`config.mk`:
```
export PLATFORM = sky130hd
export DESIGN_NAME = lsu_ctrl_flat
export DESIGN_NICKNAME = d
export VERILOG_FILES = /design/src/rtl/imhotep_pkg.sv /design/src/rtl/lsu_ctrl_if.sv /design/src/rtl/lsu_align.sv /design/src/rtl/lsu_ctrl.sv /design/src/flat_wrapper.sv
export SDC_FILE = /design/constraint.sdc
export NUM_CORES = 1
export LEC_CHECK = 0
export BUFFER_PORTS_ARGS = -buffer_cell sky130_fd_sc_hd__buf_2
export CAP_MARGIN = 20
export CORE_AREA = 2 2 108 110
export CTS_CLUSTER_DIAMETER = 30
export DETAILED_ROUTE_END_ITERATION = 10
export DIE_AREA = 0 0 110 112
export GPL_ROUTABILITY_DRIVEN = 1
export GPL_TIMING_DRIVEN = 0
export MAX_ROUTING_LAYER = met4
export PLACE_DENSITY = 0.85
export SYNTH_ARGS = -nofsm -noshare
export SYNTH_HDL_FRONTEND = slang
export SYNTH_SLANG_ARGS = --single-unit
```
`constraint.sdc`:
```
create_clock -name clk_i -period 3.5 [get_ports clk_i]
set_input_delay 0.35 -clock clk_i [delete_from_list [all_inputs] [get_ports clk_i]]
set_output_delay 0.35 -clock clk_i [all_outputs]
set_load 0.01 [all_outputs]
```
`src/rtl/imhotep_pkg.sv`:
```
// Shared processor package: operation encodings, the widths used across
// the core, and the load/store unit FSM state encoding.
package imhotep_pkg;

  localparam int XLEN                = 32;
  localparam int RAM_WIDTH           = 16;
  localparam int LSU_TIMEOUT_CYC_DEF = 64;

  typedef enum logic [3:0] {
    LSU_NOP = 4'd0,
    LSU_LB  = 4'd1,
    LSU_LH  = 4'd2,
    LSU_LW  = 4'd3,
    LSU_LBU = 4'd4,
    LSU_LHU = 4'd5,
    LSU_SB  = 4'd6,
    LSU_SH  = 4'd7,
    LSU_SW  = 4'd8
  } op_lsu_e;

  typedef enum logic [1:0] {
    LSU_IDLE = 2'd0,
    LSU_REQ  = 2'd1,
    LSU_WAIT = 2'd2,
    LSU_RESP = 2'd3
  } lsu_state_e;

endpackage

```
`src/rtl/lsu_ctrl_if.sv`:
```
// Memory-side bus of the load/store unit. The LSU is the master; the
// memory (or bench model) is the slave.
interface lsu_ctrl_if
  import imhotep_pkg::*;
#(
  parameter int ADDR_W = RAM_WIDTH,
  parameter int DATA_W = XLEN
);
  localparam int NB = DATA_W / 8;

  logic              mem_req_o;
  logic              mem_we_o;
  logic [ADDR_W-1:0] mem_addr_o;
  logic [NB-1:0]     mem_be_o;
  logic [DATA_W-1:0] mem_wdata_o;
  logic              mem_gnt_i;
  logic              mem_rvalid_i;
  logic [DATA_W-1:0] mem_rdata_i;
  logic              mem_err_i;

  modport master (
    output mem_req_o, mem_we_o, mem_addr_o, mem_be_o, mem_wdata_o,
    input  mem_gnt_i, mem_rvalid_i, mem_rdata_i, mem_err_i
  );

  modport slave (
    input  mem_req_o, mem_we_o, mem_addr_o, mem_be_o, mem_wdata_o,
    output mem_gnt_i, mem_rvalid_i, mem_rdata_i, mem_err_i
  );
endinterface

```
`src/rtl/lsu_align.sv`:
```
// Combinational lane logic for the LSU: legality/alignment decode, byte
// enables, store data lane shift and load data extract/extend.
module lsu_align
  import imhotep_pkg::*;
#(
  parameter int DATA_W = XLEN,
  parameter int NB     = DATA_W / 8,
  parameter int OFF_W  = $clog2(NB)
) (
  input  op_lsu_e           op,
  input  logic [OFF_W-1:0]  offset,
  input  logic [DATA_W-1:0] wdata,
  input  logic [DATA_W-1:0] rdata,
  output logic [NB-1:0]     be,
  output logic [DATA_W-1:0] wdata_lane,
  output logic [DATA_W-1:0] rdata_ext,
  output logic              legal,
  output logic              is_mem,
  output logic              is_store
);

  logic [NB-1:0]           be_base;
  logic [DATA_W-1:0]       rdata_shift;
  logic [OFF_W+2:0]        bit_off;

  assign bit_off     = {offset, 3'b000};
  assign wdata_lane  = wdata << bit_off;
  assign rdata_shift = rdata >> bit_off;
  assign be          = be_base << offset;

  // Access size, natural-alignment check and load/store classification.
  always_comb begin
    be_base  = '0;
    legal    = 1'b0;
    is_mem   = 1'b0;
    is_store = 1'b0;
    case (op)
      LSU_NOP: legal = 1'b1;
      LSU_LB, LSU_LBU, LSU_SB: begin
        be_base  = NB'(1);
        legal    = 1'b1;
        is_mem   = 1'b1;
        is_store = (op == LSU_SB);
      end
      LSU_LH, LSU_LHU, LSU_SH: begin
        be_base  = NB'(3);
        legal    = (offset[0] == 1'b0);
        is_mem   = 1'b1;
        is_store = (op == LSU_SH);
      end
      LSU_LW, LSU_SW: begin
        be_base  = NB'(15);
        legal    = (offset[1:0] == 2'b00);
        is_mem   = 1'b1;
        is_store = (op == LSU_SW);
      end
      default: ;
    endcase
  end

  // Load result: lane already moved to bit 0, now sign- or zero-extend.
  always_comb begin
    rdata_ext = '0;
    case (op)
      LSU_LB:  rdata_ext = {{(DATA_W-8){rdata_shift[7]}}, rdata_shift[7:0]};
      LSU_LBU: rdata_ext[7:0] = rdata_shift[7:0];
      LSU_LH:  rdata_ext = {{(DATA_W-16){rdata_shift[15]}}, rdata_shift[15:0]};
      LSU_LHU: rdata_ext[15:0] = rdata_shift[15:0];
      LSU_LW:  rdata_ext[31:0] = rdata_shift[31:0];
      default: ;
    endcase
  end

endmodule

```
`src/rtl/lsu_ctrl.sv`:
```
// Load/store unit controller: one transaction in flight, IDLE/REQ/WAIT/RESP.
// Optional watchdog enabled by defining LSU_TIMEOUT_EN; without it a
// transaction waits indefinitely for grant and response.
module lsu_ctrl
  import imhotep_pkg::*;
#(
  parameter int ADDR_W      = RAM_WIDTH,
  parameter int DATA_W      = XLEN,
  parameter int TIMEOUT_CYC = LSU_TIMEOUT_CYC_DEF
) (
  input  logic              clk_i,
  input  logic              rst_ni,
  input  logic              req_i,
  input  op_lsu_e           op_i,
  input  logic [ADDR_W-1:0] addr_i,
  input  logic [DATA_W-1:0] wdata_i,
  output logic              ready_o,
  output logic              valid_o,
  output logic [DATA_W-1:0] rdata_o,
  output logic              err_o,
  lsu_ctrl_if.master        mem
);

  localparam int NB    = DATA_W / 8;
  localparam int OFF_W = $clog2(NB);

  lsu_state_e        state, next_state;
  op_lsu_e           op_q, op_sel;
  logic [OFF_W-1:0]  off_q, off_sel;
  logic [ADDR_W-1:0] addr_q;
  logic [NB-1:0]     be_q, be;
  logic [DATA_W-1:0] wdata_q, wdata_lane, rdata_ext, rdata_q;
  logic              we_q, err_q;
  logic              legal, is_mem, is_store;
  logic              accept, direct, timeout;

  // While idle the lane logic looks at the incoming request; afterwards it
  // works on the registered transaction so the load extract uses the
  // offset that was captured at accept time.
  assign op_sel  = (state == LSU_IDLE) ? op_i : op_q;
  assign off_sel = (state == LSU_IDLE) ? addr_i[OFF_W-1:0] : off_q;

  lsu_align #(.DATA_W(DATA_W), .NB(NB), .OFF_W(OFF_W)) u_align (
    .op         (op_sel),
    .offset     (off_sel),
    .wdata      (wdata_i),
    .rdata      (mem.mem_rdata_i),
    .be         (be),
    .wdata_lane (wdata_lane),
    .rdata_ext  (rdata_ext),
    .legal      (legal),
    .is_mem     (is_mem),
    .is_store   (is_store)
  );

  assign accept = req_i && (state == LSU_IDLE);
  assign direct = !(legal && is_mem);

`ifdef LSU_TIMEOUT_EN
  localparam int CNT_W = $clog2(TIMEOUT_CYC + 1);
  logic [CNT_W-1:0] tmo_cnt;

  // Watchdog: zero outside REQ/WAIT, so it restarts on every entry to REQ.
  always_ff @(posedge clk_i or negedge rst_ni) begin
    if (!rst_ni) begin
      tmo_cnt <= '0;
    end else if (state == LSU_REQ || state == LSU_WAIT) begin
      tmo_cnt <= tmo_cnt + CNT_W'(1);
    end else begin
      tmo_cnt <= '0;
    end
  end

  assign timeout = (state == LSU_REQ || state == LSU_WAIT) &&
                   (tmo_cnt == CNT_W'(TIMEOUT_CYC - 1));
`else
  assign timeout = 1'b0;
`endif

  // State register.
  always_ff @(posedge clk_i or negedge rst_ni) begin
    if (!rst_ni) state <= LSU_IDLE;
    else         state <= next_state;
  end

  // Next-state logic; response beats only count while in WAIT.
  always_comb begin
    next_state = state;
    case (state)
      LSU_IDLE: if (accept) next_state = direct ? LSU_RESP : LSU_REQ;
      LSU_REQ: begin
        if (timeout)            next_state = LSU_RESP;
        else if (mem.mem_gnt_i) next_state = LSU_WAIT;
      end
      LSU_WAIT: if (mem.mem_rvalid_i || timeout) next_state = LSU_RESP;
      LSU_RESP: next_state = LSU_IDLE;
      default:  next_state = LSU_IDLE;
    endcase
  end

  // State-decoded handshake outputs.
  always_comb begin
    ready_o       = (state == LSU_IDLE);
    valid_o       = (state == LSU_RESP);
    mem.mem_req_o = (state == LSU_REQ);
  end

  assign mem.mem_we_o    = we_q;
  assign mem.mem_addr_o  = addr_q;
  assign mem.mem_be_o    = be_q;
  assign mem.mem_wdata_o = wdata_q;
  assign rdata_o         = rdata_q;
  assign err_o           = err_q;

  // Transaction capture at accept, and result capture on the way into RESP.
  always_ff @(posedge clk_i or negedge rst_ni) begin
    if (!rst_ni) begin
      op_q    <= LSU_NOP;
      off_q   <= '0;
      addr_q  <= '0;
      be_q    <= '0;
      we_q    <= 1'b0;
      wdata_q <= '0;
      rdata_q <= '0;
      err_q   <= 1'b0;
    end else begin
      case (state)
        LSU_IDLE: if (accept) begin
          op_q    <= op_i;
          off_q   <= addr_i[OFF_W-1:0];
          addr_q  <= {addr_i[ADDR_W-1:OFF_W], {OFF_W{1'b0}}};
          be_q    <= be;
          we_q    <= is_store;
          wdata_q <= wdata_lane;
          if (direct) begin
            rdata_q <= '0;
            err_q   <= !legal;
          end
        end
        LSU_REQ: if (timeout) begin
          rdata_q <= '0;
          err_q   <= 1'b1;
        end
        LSU_WAIT: begin
          if (mem.mem_rvalid_i) begin
            rdata_q <= we_q ? '0 : rdata_ext;
            err_q   <= mem.mem_err_i;
          end else if (timeout) begin
            rdata_q <= '0;
            err_q   <= 1'b1;
          end
        end
        default: ;
      endcase
    end
  end

endmodule
```
`src/flat_wrapper.sv`:
```
// flat-port wrapper written by rule: the top's interface ports become plain ports
module lsu_ctrl_flat import imhotep_pkg::*;
#(
  parameter int ADDR_W      = RAM_WIDTH,
  parameter int DATA_W      = XLEN,
  parameter int TIMEOUT_CYC = LSU_TIMEOUT_CYC_DEF
)
  (clk_i, rst_ni, req_i, op_i, addr_i, wdata_i, ready_o, valid_o, rdata_o, err_o, mem_mem_req_o, mem_mem_we_o, mem_mem_addr_o, mem_mem_be_o, mem_mem_wdata_o, mem_mem_gnt_i, mem_mem_rvalid_i, mem_mem_rdata_i, mem_mem_err_i);
  lsu_ctrl_if #(.ADDR_W(ADDR_W), .DATA_W(DATA_W)) mem_i ();
  input  logic clk_i;
  input  logic rst_ni;
  input  logic req_i;
  input  op_lsu_e op_i;
  input  logic [ADDR_W-1:0] addr_i;
  input  logic [DATA_W-1:0] wdata_i;
  output logic ready_o;
  output logic valid_o;
  output logic [DATA_W-1:0] rdata_o;
  output logic err_o;
  output wire logic [$bits(mem_i.mem_req_o)-1:0] mem_mem_req_o;
  output wire logic [$bits(mem_i.mem_we_o)-1:0] mem_mem_we_o;
  output wire logic [$bits(mem_i.mem_addr_o)-1:0] mem_mem_addr_o;
  output wire logic [$bits(mem_i.mem_be_o)-1:0] mem_mem_be_o;
  output wire logic [$bits(mem_i.mem_wdata_o)-1:0] mem_mem_wdata_o;
  input wire logic [$bits(mem_i.mem_gnt_i)-1:0] mem_mem_gnt_i;
  input wire logic [$bits(mem_i.mem_rvalid_i)-1:0] mem_mem_rvalid_i;
  input wire logic [$bits(mem_i.mem_rdata_i)-1:0] mem_mem_rdata_i;
  input wire logic [$bits(mem_i.mem_err_i)-1:0] mem_mem_err_i;
  assign mem_mem_req_o = mem_i.mem_req_o;
  assign mem_mem_we_o = mem_i.mem_we_o;
  assign mem_mem_addr_o = mem_i.mem_addr_o;
  assign mem_mem_be_o = mem_i.mem_be_o;
  assign mem_mem_wdata_o = mem_i.mem_wdata_o;
  assign mem_i.mem_gnt_i = mem_mem_gnt_i;
  assign mem_i.mem_rvalid_i = mem_mem_rvalid_i;
  assign mem_i.mem_rdata_i = mem_mem_rdata_i;
  assign mem_i.mem_err_i = mem_mem_err_i;
  lsu_ctrl #(.ADDR_W(ADDR_W), .DATA_W(DATA_W), .TIMEOUT_CYC(TIMEOUT_CYC)) u_core (.clk_i(clk_i), .rst_ni(rst_ni), .req_i(req_i), .op_i(op_i), .addr_i(addr_i), .wdata_i(wdata_i), .ready_o(ready_o), .valid_o(valid_o), .rdata_o(rdata_o), .err_o(err_o), .mem(mem_i));
endmodule
```
Word-level counts from Yosys, hierarchy flattened
Index checks and enable logic that the tools add are counted. W data, S select, Z words.

Add/subtract/negate cells: 0. Equal/unequal tests: 15. Div/mod/pow operators: 0. Shift operators: 3. Reduce and logical (&&, ||, !) cells: 17. Muxes and demuxes: 23. Multiply operators: 0. Bitwise gates (word level): 1. $lt $le $gt $ge: 0.

Operators with widths (number): $mux W32 (4); $pmux W32 S2 (1); $pmux W16 S3 (1); $shl A32 B5 Y32 (1); $shr A32 B5 Y32 (1); $eq A4 B3 Y1 const B (4); $pmux W8 S2 (1); $pmux W4 S3 (1); $mux W2 (5); $reduce_or A3 Y1 (3); $eq A4 B2 Y1 const B (2); $mux W8 (1); $pmux W2 S4 (1); $reduce_or A8 Y1 (1); $pmux W1 S3 (2); $reduce_or A5 Y1 (1); $eq A2 B2 Y1 const B (2); $eq A4 B1 Y1 const B (1); $eq A4 B4 Y1 const B (1); $logic_not A2 Y1 (2); $logic_not A4 Y1 (1); $mux W1 (4); $mux W4 (1); $ne A2 B1 Y1 const B (2); 13 further kinds (15).

Register bits: 92. Logic and storage cells: 68. Memories kept: 0. Bits in latches: 0. Bits in read-only memories: 0. Bits in writable memories: 0. Output and inout port bits: 89.

Longest topological paths before layout
Gate-level depths: netlist of the first run.

Depth after elaboration: 9. Mapped depth: 13. Depth with buffers taken out: 8.

Modules after synthesis
A second synthesis of the first run with hierarchy kept.

Cells, all modules: 511. Area, all modules: 5276.3 um^2.

Modules (own cells, without submodules): lsu_ctrl (cells an instance 292, instances 1, area each 3875.0 um^2, sequential area each 2302.2 um^2); lsu_align (cells an instance 219, instances 1, area each 1401.3 um^2, sequential area each 0.0 um^2).

Worst setup path after synthesis of the first run
Ideal clock, no wire load.

Path type: register to register. Start point: register u_core.state[0]. End point: register u_core.rdata_q[22], in the netlist u_core.rdata_o[22]. Stages on the path, launching flop included: 12. Path buffers: 3. Period minus slack after synthesis: 3.105 ns. Data arrival time: 2.980 ns. Setup slack: 0.395 ns. Cell sequence: dfrtp_1 > inv_1 > ha_1 > buf_2 > buf_6 > mux2i_2 > nor2_1 > a221o_1 > a211o_1 > a211oi_4 > buf_6 > mux2_2.

Word-level cells in the longest chain between the ends: 8. Elaborated cells between the ends (all ways): 33. Those cells by class: 12 x eq/ne; 1 x shift; 8 x mux; 1 x bitwise; 11 x reduce/logical.

Ends and longest elaborated chain: start: declaration (line lsu_ctrl.sv:27) `lsu_state_e state, next_state;`; start signal: assignment (line lsu_ctrl.sv:83) `else state <= next_state;`; $logic_not A2 Y1 *; named net ready_o (line flat_wrapper.sv:16) `output logic ready_o;`; parallel branches: the longest is 7 deep, another holds $shr A32 B5 Y32; end signal: assignment (line lsu_ctrl.sv:146) `rdata_q <= we_q ? '0 : rdata_ext;`; end: declaration (line lsu_ctrl.sv:32) `logic [DATA_W-1:0] wdata_q, wdata_lane, rdata_ext, rdata_q;`.

Mark *: on every way through the listed nets, which the timed path passes. The select of a mux whose other input is x is not followed. A chain may end at the register's enable or synchronous reset.

Worst setup path after layout of the first run
Start point: register u_core.state[0]. End point: register u_core.rdata_q[23], in the netlist u_core.rdata_o[23].

Word-level cells in the longest chain between the ends: 8. Elaborated cells between the ends (all ways): 33. Those cells by class: 12 x eq/ne; 1 x shift; 8 x mux; 1 x bitwise; 11 x reduce/logical.

Ends and longest elaborated chain: parallel branches: the longest is 8 deep, another holds $shr A32 B5 Y32.

Parallel ways; which one is timed is not known. The select of a mux whose other input is x is not followed.

==> report_table.html, run 1 <==
<table>
<tr><th>Metric</th><th>Value</th></tr>
<tr><th colspan="2">Outcome</th></tr>
<tr><td>Outcome</td><td>finished clean</td></tr>
<tr><th colspan="2">Logic synthesis</th></tr>
<tr><td>Count of different cell masters after synthesis</td><td>44</td></tr>
<tr><td>Mapped Avg Cell Area</td><td>10.3 µm²</td></tr>
<tr><td>Synthesized area</td><td>0.00502 mm²</td></tr>
<tr><td>Mapped Cells</td><td>487</td></tr>
<tr><td>Post-synth EDFFs</td><td>0</td></tr>
<tr><td>Proportion of synthesized flip-flops having asynchronous set or reset</td><td>100%</td></tr>
<tr><td>Main flop type after synthesis</td><td>sky130_fd_sc_hd__dfrtp_1</td></tr>
<tr><td>Fraction of the yosys area taken by sequential cells</td><td>45.9%</td></tr>
<tr><td>Yosys Warn Count</td><td>0</td></tr>
<tr><td>Post-synthesis register bit count</td><td>92</td></tr>
<tr><th colspan="2">Detailed routing</th></tr>
<tr><td>Avg WL per Cell</td><td>18.3 µm</td></tr>
<tr><td>Count of antenna-violating nets left after detailed routing</td><td>0</td></tr>
<tr><td>Post-Route WL</td><td>15000 µm</td></tr>
<tr><td>Uppermost signal routing layer after detailed routing</td><td>met4</td></tr>
<tr><td>Met1 wire length</td><td>6250 µm</td></tr>
<tr><td>TritonRoute pass-1 iters</td><td>5</td></tr>
<tr><td>Detailed router's first-iteration violation count</td><td>295</td></tr>
<tr><td>Drc violations</td><td>0</td></tr>
<tr><td>Number of vias in the routed layout</td><td>4627</td></tr>
<tr><td>Met2 Routed Length</td><td>7350 µm</td></tr>
<tr><td>Total length of routed met3 wires</td><td>1090 µm</td></tr>
<tr><td>Number of vias per cell after detailed routing</td><td>5.62</td></tr>
<tr><th colspan="2">Global route</th></tr>
<tr><td>Largest net degree at the start of global routing</td><td>48</td></tr>
<tr><td>Total overflow reported by the global router</td><td>0</td></tr>
<tr><td>Vias in the first global route</td><td>4738</td></tr>
<tr><td>Global-route wire length before repair</td><td>23700 µm</td></tr>
<tr><td>Antenna violations before repair</td><td>0</td></tr>
<tr><td>Overall Global Routing Usage</td><td>25.7%</td></tr>
<tr><th colspan="2">Finish</th></tr>
<tr><td>Post-layout util</td><td>57.9%</td></tr>
<tr><td>Combined flip-flop and latch cell area</td><td>0.00230 mm²</td></tr>
<tr><td>Final Net Count</td><td>770</td></tr>
<tr><td>Share of cells above drive strength 1</td><td>35.7%</td></tr>
<tr><td>Final cell count without fillers</td><td>823</td></tr>
<tr><td>Area taken by multi-input logic gates</td><td>0.00253 mm²</td></tr>
<tr><td>Most used cells in the layout excluding fill and tap cells</td><td>180 x sky130_fd_sc_hd__buf_2, 92 x sky130_fd_sc_hd__dfrtp_1, 60 x sky130_fd_sc_hd__mux2i_1</td></tr>
<tr><td>Fill cell instance count of the final layout</td><td>989</td></tr>
<tr><td>Most common cell after layout, fill and taps aside</td><td>sky130_fd_sc_hd__buf_2</td></tr>
<tr><td>Summed area of non-filler cells in the final layout</td><td>0.00646 mm²</td></tr>
<tr><td>Final antenna diode count</td><td>0</td></tr>
<tr><td>Growth of design area from synthesis to finish</td><td>28.9%</td></tr>
<tr><th colspan="2">Placement</th></tr>
<tr><td>Cell count after placement</td><td>809</td></tr>
<tr><td>IO buf count</td><td>176</td></tr>
<tr><td>Standard cell area after detailed placement</td><td>0.00612 mm²</td></tr>
<tr><td>HPWL after detailed placement</td><td>11400 µm</td></tr>
<tr><td>Weighted congestion at the end of routability-driven global placement</td><td>0.903</td></tr>
<tr><th colspan="2">Critical path</th></tr>
<tr><td>Biggest fanout along the worst timing path</td><td>10</td></tr>
<tr><td>Critical path class</td><td>reg2reg</td></tr>
<tr><td>Setup crit start kind</td><td>flop</td></tr>
<tr><td>Required time reported for the critical path endpoint</td><td>3.73 ns</td></tr>
<tr><td>Arrival time at the worst endpoint</td><td>3.63 ns</td></tr>
<tr><td>Endpoint kind of the worst setup timing path</td><td>flop</td></tr>
<tr><th colspan="2">Pwr</th></tr>
<tr><td>Total power density per cell area</td><td>945 mW/mm²</td></tr>
<tr><td>Worst ir drop on vdd</td><td>0.000339 V</td></tr>
<tr><td>Lkg Pwr</td><td>3.32 nW</td></tr>
<tr><th colspan="2">Floorplanning</th></tr>
<tr><td>Die ar.</td><td>0.0123 mm²</td></tr>
<tr><td>Starting Density</td><td>44.9%</td></tr>
<tr><td>Die Y-Extent</td><td>112 µm</td></tr>
<tr><td>I/O pin count</td><td>179</td></tr>
<tr><td>Row count</td><td>39</td></tr>
<tr><td>Chip width</td><td>110 µm</td></tr>
<tr><td>Core Box Area</td><td>0.0112 mm²</td></tr>
<tr><th colspan="2">Clocking</th></tr>
<tr><td>Buffer count from post-CTS setup fixing</td><td>0</td></tr>
<tr><td>Insertion delay to the later sink of the worst-skew pair</td><td>0.35 ns</td></tr>
<tr><td>Number of buffers on the longest clock path</td><td>2</td></tr>
<tr><td>Clock buffers created by TritonCTS</td><td>9</td></tr>
<tr><td>Clock transition at path regs</td><td>0.06 ns</td></tr>
<tr><td>Clock root buffer</td><td>sky130_fd_sc_hd__clkbuf_16</td></tr>
<tr><td>Clock tree from TritonCTS</td><td>done</td></tr>
<tr><td>Post-cts hold buffer count</td><td>0</td></tr>
<tr><td>H-Tree Level Count</td><td>3</td></tr>
<tr><td>Number of clock sinks</td><td>92</td></tr>
<tr><th colspan="2">Flow run</th></tr>
<tr><td>Max Cap Viol</td><td>0</td></tr>
<tr><th colspan="2">STA</th></tr>
<tr><td>Maximum achievable frequency</td><td>294 MHz</td></tr>
<tr><td>Slew at the pin with the worst max-slew slack</td><td>0.800 ns</td></tr>
<tr><td>Hold Slack</td><td>0.0170 ns</td></tr>
<tr><td>Final count of hold timing violations</td><td>0</td></tr>
<tr><td>Max-slew headroom at the worst pin</td><td>46.2%</td></tr>
<tr><td>Setup Total Neg Slack</td><td>0 ns</td></tr>
<tr><td>Clock period minus final worst setup slack</td><td>3.40 ns</td></tr>
<tr><td>Final setup violation count</td><td>0</td></tr>
<tr><td>Final clock period utilization by the worst path</td><td>97.1%</td></tr>
<tr><td>Number of pins with negative max-slew slack in the final report</td><td>0</td></tr>
<tr><td>Clock skew after layout</td><td>0.00528 ns</td></tr>
<tr><th colspan="2">Worst hold path</th></tr>
<tr><td>Class of the tightest hold or removal check</td><td>in2async</td></tr>
</table>
[state kept, by name, summed over array words and instances (netlist names)]
| signal | flops |
|---|---|
| u_core.mem.mem_be_o | 4 |
| u_core.mem.mem_addr_o | 14 |
| u_core.op_q | 4 |
| u_core.mem.mem_wdata_o | 32 |
| u_core.off_q | 2 |
| u_core.state | 2 |
| u_core.err_o | 1 |
| u_core.rdata_o | 32 |
| u_core.mem.mem_we_o | 1 |
[cells by family (layout without fill, tap and decap cells)]
logic type	count (synthesis)	count (layout)	synth area share, %
AO/OA/AOI/OAI	120	120	16.1
AND/OR/NAND/NOR	111	111	9.78
multiplexers	106	106	22.4
flip-flops	92	92	45.9
buffers and inverters	53	245	4.74
adder cells (fa/ha/maj)	4	4	0.998
other	1	2	0.0747
[Yosys cell counts (5+ instances only)]
library cell / number / area [µm²]
sky130_fd_sc_hd__dfrtp_1: 92 / 2300
sky130_fd_sc_hd__a21o_1: 8 / 60.1
sky130_fd_sc_hd__nor3_1: 5 / 25.0
sky130_fd_sc_hd__a21oi_1: 23 / 115
sky130_fd_sc_hd__nand3_1: 11 / 55.1
sky130_fd_sc_hd__o2bb2ai_1: 7 / 61.3
sky130_fd_sc_hd__nor2b_1: 11 / 68.8
sky130_fd_sc_hd__mux2_1: 15 / 169
sky130_fd_sc_hd__a211oi_1: 17 / 128
sky130_fd_sc_hd__o21ai_0: 32 / 160
sky130_fd_sc_hd__mux2i_1: 61 / 611
sky130_fd_sc_hd__a22o_1: 8 / 70.1
sky130_fd_sc_hd__nand2_1: 52 / 195
sky130_fd_sc_hd__clkbuf_1: 16 / 60.1
sky130_fd_sc_hd__a21boi_0: 8 / 60.1
sky130_fd_sc_hd__nor2_1: 23 / 86.3
sky130_fd_sc_hd__buf_1: 7 / 26.3
sky130_fd_sc_hd__mux2_2: 27 / 304
sky130_fd_sc_hd__inv_1: 20 / 75.1
[through the flow]
stage / setup WS, ns / power [mW]
floorplan: 0.395 / 3.96
global placement: -0.193 / 4.94
detailed placement: -0.239 / 5.05
CTS: 0.0465 / 6.07
global route: -0.0345 / 6.52
finish: 0.100 / 6.11
[report_power, final]
group          internal (mW)  switching (mW)  leakage, nW
sequential              1.47           0.248         1.20
clock                  0.571           0.413        0.145
combinational           1.42            1.99         1.98
total                   3.46            2.65         3.32
[worst max-delay path: stages (launching register included)]
cell and delay [ns]:
sky130_fd_sc_hd__dfrtp_1 0.42, sky130_fd_sc_hd__inv_1 0.10, sky130_fd_sc_hd__ha_1 0.17, sky130_fd_sc_hd__buf_2 0.18, sky130_fd_sc_hd__buf_6 0.21, sky130_fd_sc_hd__mux2i_1 0.38, sky130_fd_sc_hd__clkbuf_4 0.34, sky130_fd_sc_hd__mux2i_1 0.31
sky130_fd_sc_hd__a21oi_1 0.11, sky130_fd_sc_hd__o31ai_4 0.36, sky130_fd_sc_hd__clkbuf_2 0.29, sky130_fd_sc_hd__o21ai_0 0.13, sky130_fd_sc_hd__mux2_2 0.28
[metal layers]
layer | vias to the layer above | global-route usage (%)
met5 | - | -
met4 | 0 | 9.37
met3 | 30 | 5.33
met2 | 215 | 40.7
met1 | 2263 | 32.4
li1 | 2119 | -
[layout make-up]
cell class,count,share of cell area (%)
Sequential cell,92,35.6
Clock inverter,5,0.929
Inverter,20,1.16
Multi-Input combinational cell,343,39.1
Buffer,32,2.57
Tap cell,143,2.77
Clock buffer,10,3.70
Timing Repair Buffer,178,14.2
[path summary, 6_finish.rpt]
| path | startpoint | endpoint | cells past startpoint | slack [ns] |
|---|---|---|---|---|
| worst max-delay path | u_core.state[0] | u_core.rdata_o[23] | 12 | 0.10 |
| worst min-delay path | rst_ni | u_core.mem.mem_wdata_o[11] | 1 | 0.02 |
| worst max register to register | u_core.state[0] | u_core.rdata_o[23] | 12 | 0.10 |
| worst min register to register | u_core.mem.mem_be_o[0] | u_core.mem.mem_be_o[0] | 2 | 0.47 |
| max in group asynchronous | rst_ni | u_core.rdata_o[17] | 2 | 2.84 |
| min in group clk_i | addr_i[4] | u_core.mem.mem_addr_o[4] | 2 | 0.23 |
[what timing repair did]
item	in CTS	in global routing
setup endpoints to repair	22	33
resized for setup	4	11
gates cloned	0	0
(Power assumes the default switching activity.)
==> run 2, diff against run 1 <==
--- a/config.mk
+++ b/config.mk
@@ -5,13 +5,13 @@
 export SDC_FILE = /design/constraint.sdc
 export NUM_CORES = 1
 export LEC_CHECK = 0
+export ABC_CLOCK_PERIOD_IN_PS = 3980
 export BUFFER_PORTS_ARGS = -buffer_cell sky130_fd_sc_hd__buf_2
 export CAP_MARGIN = 20
 export CORE_AREA = 2 2 108 110
 export CTS_CLUSTER_DIAMETER = 30
 export DETAILED_ROUTE_END_ITERATION = 10
 export DIE_AREA = 0 0 110 112
-export GPL_ROUTABILITY_DRIVEN = 1
 export GPL_TIMING_DRIVEN = 0
 export MAX_ROUTING_LAYER = met4
 export PLACE_DENSITY = 0.85
==> constraint.sdc (replaced) <==
create_clock -name clk_i -period 3.98 [get_ports clk_i]
set_input_delay 0.398 -clock clk_i [delete_from_list [all_inputs] [get_ports clk_i]]
set_output_delay 0.398 -clock clk_i [all_outputs]
set_load 0.01 [all_outputs]
==> run 2 against run 1 <==
Hold slack gained 0.046 ns; first-iteration DRC count rose by 6.4%; register-to-register slack gained 0.16 ns; worst setup slack better by 0.16 ns; clock skew increased by 0.00063 ns; power down 13%; combinational power shrank 13%; routed wire length decreased by 0.11%; global-route usage about the same; design area fell by 0.70%; critical endpoint is now u_core.mem.mem_wdata_o[10].
==> report_table.html, run 2 (same netlist as run 1, synthesis figures left out) <==
<table>
<tr><th>Metric</th><th>Value</th></tr>
<tr><th colspan="2">STA</th></tr>
<tr><td>Clock period minus final worst setup slack</td><td>3.72 ns (was 3.40 ns)</td></tr>
<tr><td>Max-slew headroom at the worst pin</td><td>27.8% (was 46.2%)</td></tr>
<tr><td>Slew at the pin with the worst max-slew slack</td><td>1.05 ns (was 0.800 ns)</td></tr>
<tr><td>Hold Slack</td><td>0.0631 ns (was 0.0170 ns)</td></tr>
<tr><td>Final clock period utilization by the worst path</td><td>93.4% (was 97.1%)</td></tr>
<tr><td>Final setup violation count</td><td>0 (unchanged)</td></tr>
<tr><td>Setup Total Neg Slack</td><td>0 ns (unchanged)</td></tr>
<tr><td>Maximum achievable frequency</td><td>269 MHz (was 294 MHz)</td></tr>
<tr><td>Unrepaired setup endpoints after global routing</td><td>no</td></tr>
<tr><td>Final Worst Setup Slack</td><td>0.261 ns (was 0.100 ns)</td></tr>
<tr><td>Clock skew after layout</td><td>0.00591 ns (was 0.00528 ns)</td></tr>
<tr><td>Number of pins with negative max-slew slack in the final report</td><td>0 (unchanged)</td></tr>
<tr><td>Final count of hold timing violations</td><td>0 (unchanged)</td></tr>
<tr><th colspan="2">Detailed routing</th></tr>
<tr><td>TritonRoute pass-1 iters</td><td>5 (unchanged)</td></tr>
<tr><td>Number of vias per cell after detailed routing</td><td>5.62 (about the same)</td></tr>
<tr><td>Post-Route WL</td><td>15000 µm (about the same)</td></tr>
<tr><td>Detailed router's first-iteration violation count</td><td>314 (was 295)</td></tr>
<tr><td>Count of antenna-violating nets left after detailed routing</td><td>0 (unchanged)</td></tr>
<tr><td>Avg WL per Cell</td><td>18.2 µm (was 18.3 µm)</td></tr>
<tr><td>Number of vias in the routed layout</td><td>4631 (was 4627)</td></tr>
<tr><td>Drc violations</td><td>0 (unchanged)</td></tr>
<tr><th colspan="2">Critical path</th></tr>
<tr><td>Endpoint kind of the worst setup timing path</td><td>flop (unchanged)</td></tr>
<tr><td>Biggest fanout along the worst timing path</td><td>10 (unchanged)</td></tr>
<tr><td>Depth of the critical timing path with buffers and inverters included</td><td>9 (was 12)</td></tr>
<tr><td>Required time reported for the critical path endpoint</td><td>4.20 ns (was 3.73 ns)</td></tr>
<tr><td>Reg2reg start</td><td>u_core.state[0] (unchanged)</td></tr>
<tr><td>Termination of the worst setup path</td><td>u_core.mem.mem_wdata_o[10] (was u_core.rdata_o[23])</td></tr>
<tr><td>Critical path class</td><td>reg2reg (unchanged)</td></tr>
<tr><td>Worst-case register-to-register setup slack</td><td>0.26 ns (was 0.10 ns)</td></tr>
<tr><td>Startpoint of the most critical setup path</td><td>u_core.state[0] (unchanged)</td></tr>
<tr><td>Critical path cell sequence</td><td>inv_1 &gt; ha_1 &gt; buf_2 &gt; buf_6 &gt; mux2i_1 &gt; clkbuf_1 &gt; clkbuf_1 &gt; mux2i_1 &gt; o21ai_0 (was inv_1 &gt; ha_1 &gt; buf_2 &gt; buf_6 &gt; mux2i_1 &gt; clkbuf_4 &gt; mux2i_1 &gt; a21oi_1 &gt; o31ai_4 &gt; clkbuf_2 &gt; o21ai_0 &gt; mux2_2)</td></tr>
<tr><td>Highest-delay cell along the critical path</td><td>sky130_fd_sc_hd__mux2i_1 (was sky130_fd_sc_hd__dfrtp_1)</td></tr>
<tr><td>Setup crit start kind</td><td>flop (unchanged)</td></tr>
<tr><td>Arrival time at the worst endpoint</td><td>3.94 ns (was 3.63 ns)</td></tr>
<tr><td>R2r worst-path depth</td><td>9 (was 12)</td></tr>
<tr><td>Endpoint of the worst register-to-register path</td><td>u_core.mem.mem_wdata_o[10] (was u_core.rdata_o[23])</td></tr>
<tr><td>Crit path max-delay family</td><td>buffers and inverters (unchanged)</td></tr>
<tr><td>CP Buf/Inv Count</td><td>5 (unchanged)</td></tr>
<tr><td>Highest cell delay on the worst timing path</td><td>0.88 ns (was 0.42 ns)</td></tr>
<tr><th colspan="2">Flow run</th></tr>
<tr><td>Max Cap Viol</td><td>0 (unchanged)</td></tr>
<tr><th colspan="2">Global route</th></tr>
<tr><td>M1 GR Usage</td><td>32.4% (unchanged)</td></tr>
<tr><td>Global-route wire length before repair</td><td>23700 µm (about the same)</td></tr>
<tr><td>Most used routing layer</td><td>met2 (unchanged)</td></tr>
<tr><td>Met2 layer usage reported by global route</td><td>40.7% (unchanged)</td></tr>
<tr><td>Total overflow reported by the global router</td><td>0 (unchanged)</td></tr>
<tr><td>Overall Global Routing Usage</td><td>25.7% (about the same)</td></tr>
<tr><td>Vias in the first global route</td><td>4727 (was 4738)</td></tr>
<tr><td>Largest net degree at the start of global routing</td><td>48 (unchanged)</td></tr>
<tr><td>Antenna violations before repair</td><td>0 (unchanged)</td></tr>
<tr><td>Global routing usage on met3</td><td>5.27% (was 5.33%)</td></tr>
<tr><th colspan="2">Finish</th></tr>
<tr><td>Post-layout util</td><td>57.5% (was 57.9%)</td></tr>
<tr><td>Final antenna diode count</td><td>0 (unchanged)</td></tr>
<tr><td>Final Net Count</td><td>771 (was 770)</td></tr>
<tr><td>Growth of design area from synthesis to finish</td><td>28.0% (was 28.9%)</td></tr>
<tr><td>Most used cells in the layout excluding fill and tap cells</td><td>180 x sky130_fd_sc_hd__buf_2, 92 x sky130_fd_sc_hd__dfrtp_1, 61 x sky130_fd_sc_hd__mux2i_1 (was 180 x sky130_fd_sc_hd__buf_2, 92 x sky130_fd_sc_hd__dfrtp_1, 60 x sky130_fd_sc_hd__mux2i_1)</td></tr>
<tr><td>Most common cell after layout, fill and taps aside</td><td>sky130_fd_sc_hd__buf_2 (unchanged)</td></tr>
<tr><td>Final cell count without fillers</td><td>824 (was 823)</td></tr>
<tr><td>Share of cells above drive strength 1</td><td>34.8% (was 35.7%)</td></tr>
<tr><th colspan="2">Floorplanning</th></tr>
<tr><td>Chip width</td><td>110 µm (unchanged)</td></tr>
<tr><td>Row count</td><td>39 (unchanged)</td></tr>
<tr><td>Core Box Area</td><td>0.0112 mm² (unchanged)</td></tr>
<tr><td>Die ar.</td><td>0.0123 mm² (unchanged)</td></tr>
<tr><td>I/O pin count</td><td>179 (unchanged)</td></tr>
<tr><td>Die Y-Extent</td><td>112 µm (unchanged)</td></tr>
<tr><td>Starting Density</td><td>44.9% (unchanged)</td></tr>
<tr><th colspan="2">Placement</th></tr>
<tr><td>IO buf count</td><td>176 (unchanged)</td></tr>
<tr><td>Weighted congestion at the end of routability-driven global placement</td><td>0.903 (unchanged)</td></tr>
<tr><td>Cell count after placement</td><td>809 (unchanged)</td></tr>
<tr><td>Setup slack after placement</td><td>0.241 ns (was -0.239 ns)</td></tr>
<tr><td>HPWL after detailed placement</td><td>11400 µm (unchanged)</td></tr>
<tr><th colspan="2">Clocking</th></tr>
<tr><td>Insertion delay to the later sink of the worst-skew pair</td><td>0.35 ns (about the same)</td></tr>
<tr><td>H-Tree Level Count</td><td>3 (unchanged)</td></tr>
<tr><td>Buffer count from post-CTS setup fixing</td><td>0 (unchanged)</td></tr>
<tr><td>Clock root buffer</td><td>sky130_fd_sc_hd__clkbuf_16 (unchanged)</td></tr>
<tr><td>Number of buffers on the longest clock path</td><td>2 (unchanged)</td></tr>
<tr><td>Clock buffers created by TritonCTS</td><td>9 (unchanged)</td></tr>
<tr><td>Clock tree from TritonCTS</td><td>done (unchanged)</td></tr>
<tr><td>Post-cts hold buffer count</td><td>0 (unchanged)</td></tr>
<tr><td>Number of clock sinks</td><td>92 (unchanged)</td></tr>
<tr><td>Clock transition at path regs</td><td>0.06 ns (about the same)</td></tr>
<tr><th colspan="2">Outcome</th></tr>
<tr><td>Outcome</td><td>finished clean (unchanged)</td></tr>
<tr><th colspan="2">Pwr</th></tr>
<tr><td>Total power density per cell area</td><td>830 mW/mm² (was 945 mW/mm²)</td></tr>
<tr><td>Worst ir drop on vdd</td><td>0.000300 V (was 0.000339 V)</td></tr>
<tr><td>Lkg Pwr</td><td>3.31 nW (was 3.32 nW)</td></tr>
<tr><th colspan="2">Worst hold path</th></tr>
<tr><td>Class of the tightest hold or removal check</td><td>in2async (unchanged)</td></tr>
</table>
-- run 2: repair_timing --
action / 4_1_cts / 5_1_grt
hold endpoints to repair: 0 / 0
endpoints found under the setup margin: 0 / 2
resized for setup: 0 / 1
-- run 2: report_power, final --
group	switching, mW	internal (mW)	leakage (nW)
Sequential	0.209	1.29	1.20
Combinational	1.74	1.22	1.97
Clock	0.364	0.502	0.145
-- run 2: how the worst min path moves through the flow --
stage | from | end | slack [ns]
5_1_grt | rst_ni | u_core.mem.mem_wdata_o[13] | 0.11
3_5_place_dp | rst_ni | u_core.mem.mem_wdata_o[9] | 0.45
2_1_floorplan | rst_ni | u_core.err_o | 0.10
6_report | rst_ni | u_core.mem.mem_wdata_o[9] | 0.06
3_3_place_gp | u_core.mem.mem_wdata_o[10] | u_core.mem.mem_wdata_o[10] | 0.46
4_1_cts | rst_ni | u_core.mem.mem_wdata_o[11] | 0.09
-- run 2: metal layers --
metal | part of all wire [%] | vias to the layer above
met4 | 2.5 | 0
met1 | 42 | 2239
met5 | 0 | -
li1 | - | 2125
met2 | 49 | 231
met3 | 7.1 | 36
-- run 2: final cells by class --
cell class / count / area (µm²)
tap: 143 / 179
clock inverter: 5 / 60.1
clock buffer: 10 / 239
inverter: 20 / 75.1
fill: 999 / 4750
timing repair buffer: 178 / 916
buffer: 33 / 163
multi-input combinational: 343 / 2490
sequential: 92 / 2300
-- run 2: through the flow --
step	cell area (µm²)	power, mW
2_1_floorplan	5020	3.48
3_3_place_gp	6080	4.35
3_5_place_dp	6120	4.44
4_1_cts	6410	5.32
5_1_grt	6420	5.68
6_report	6420	5.33
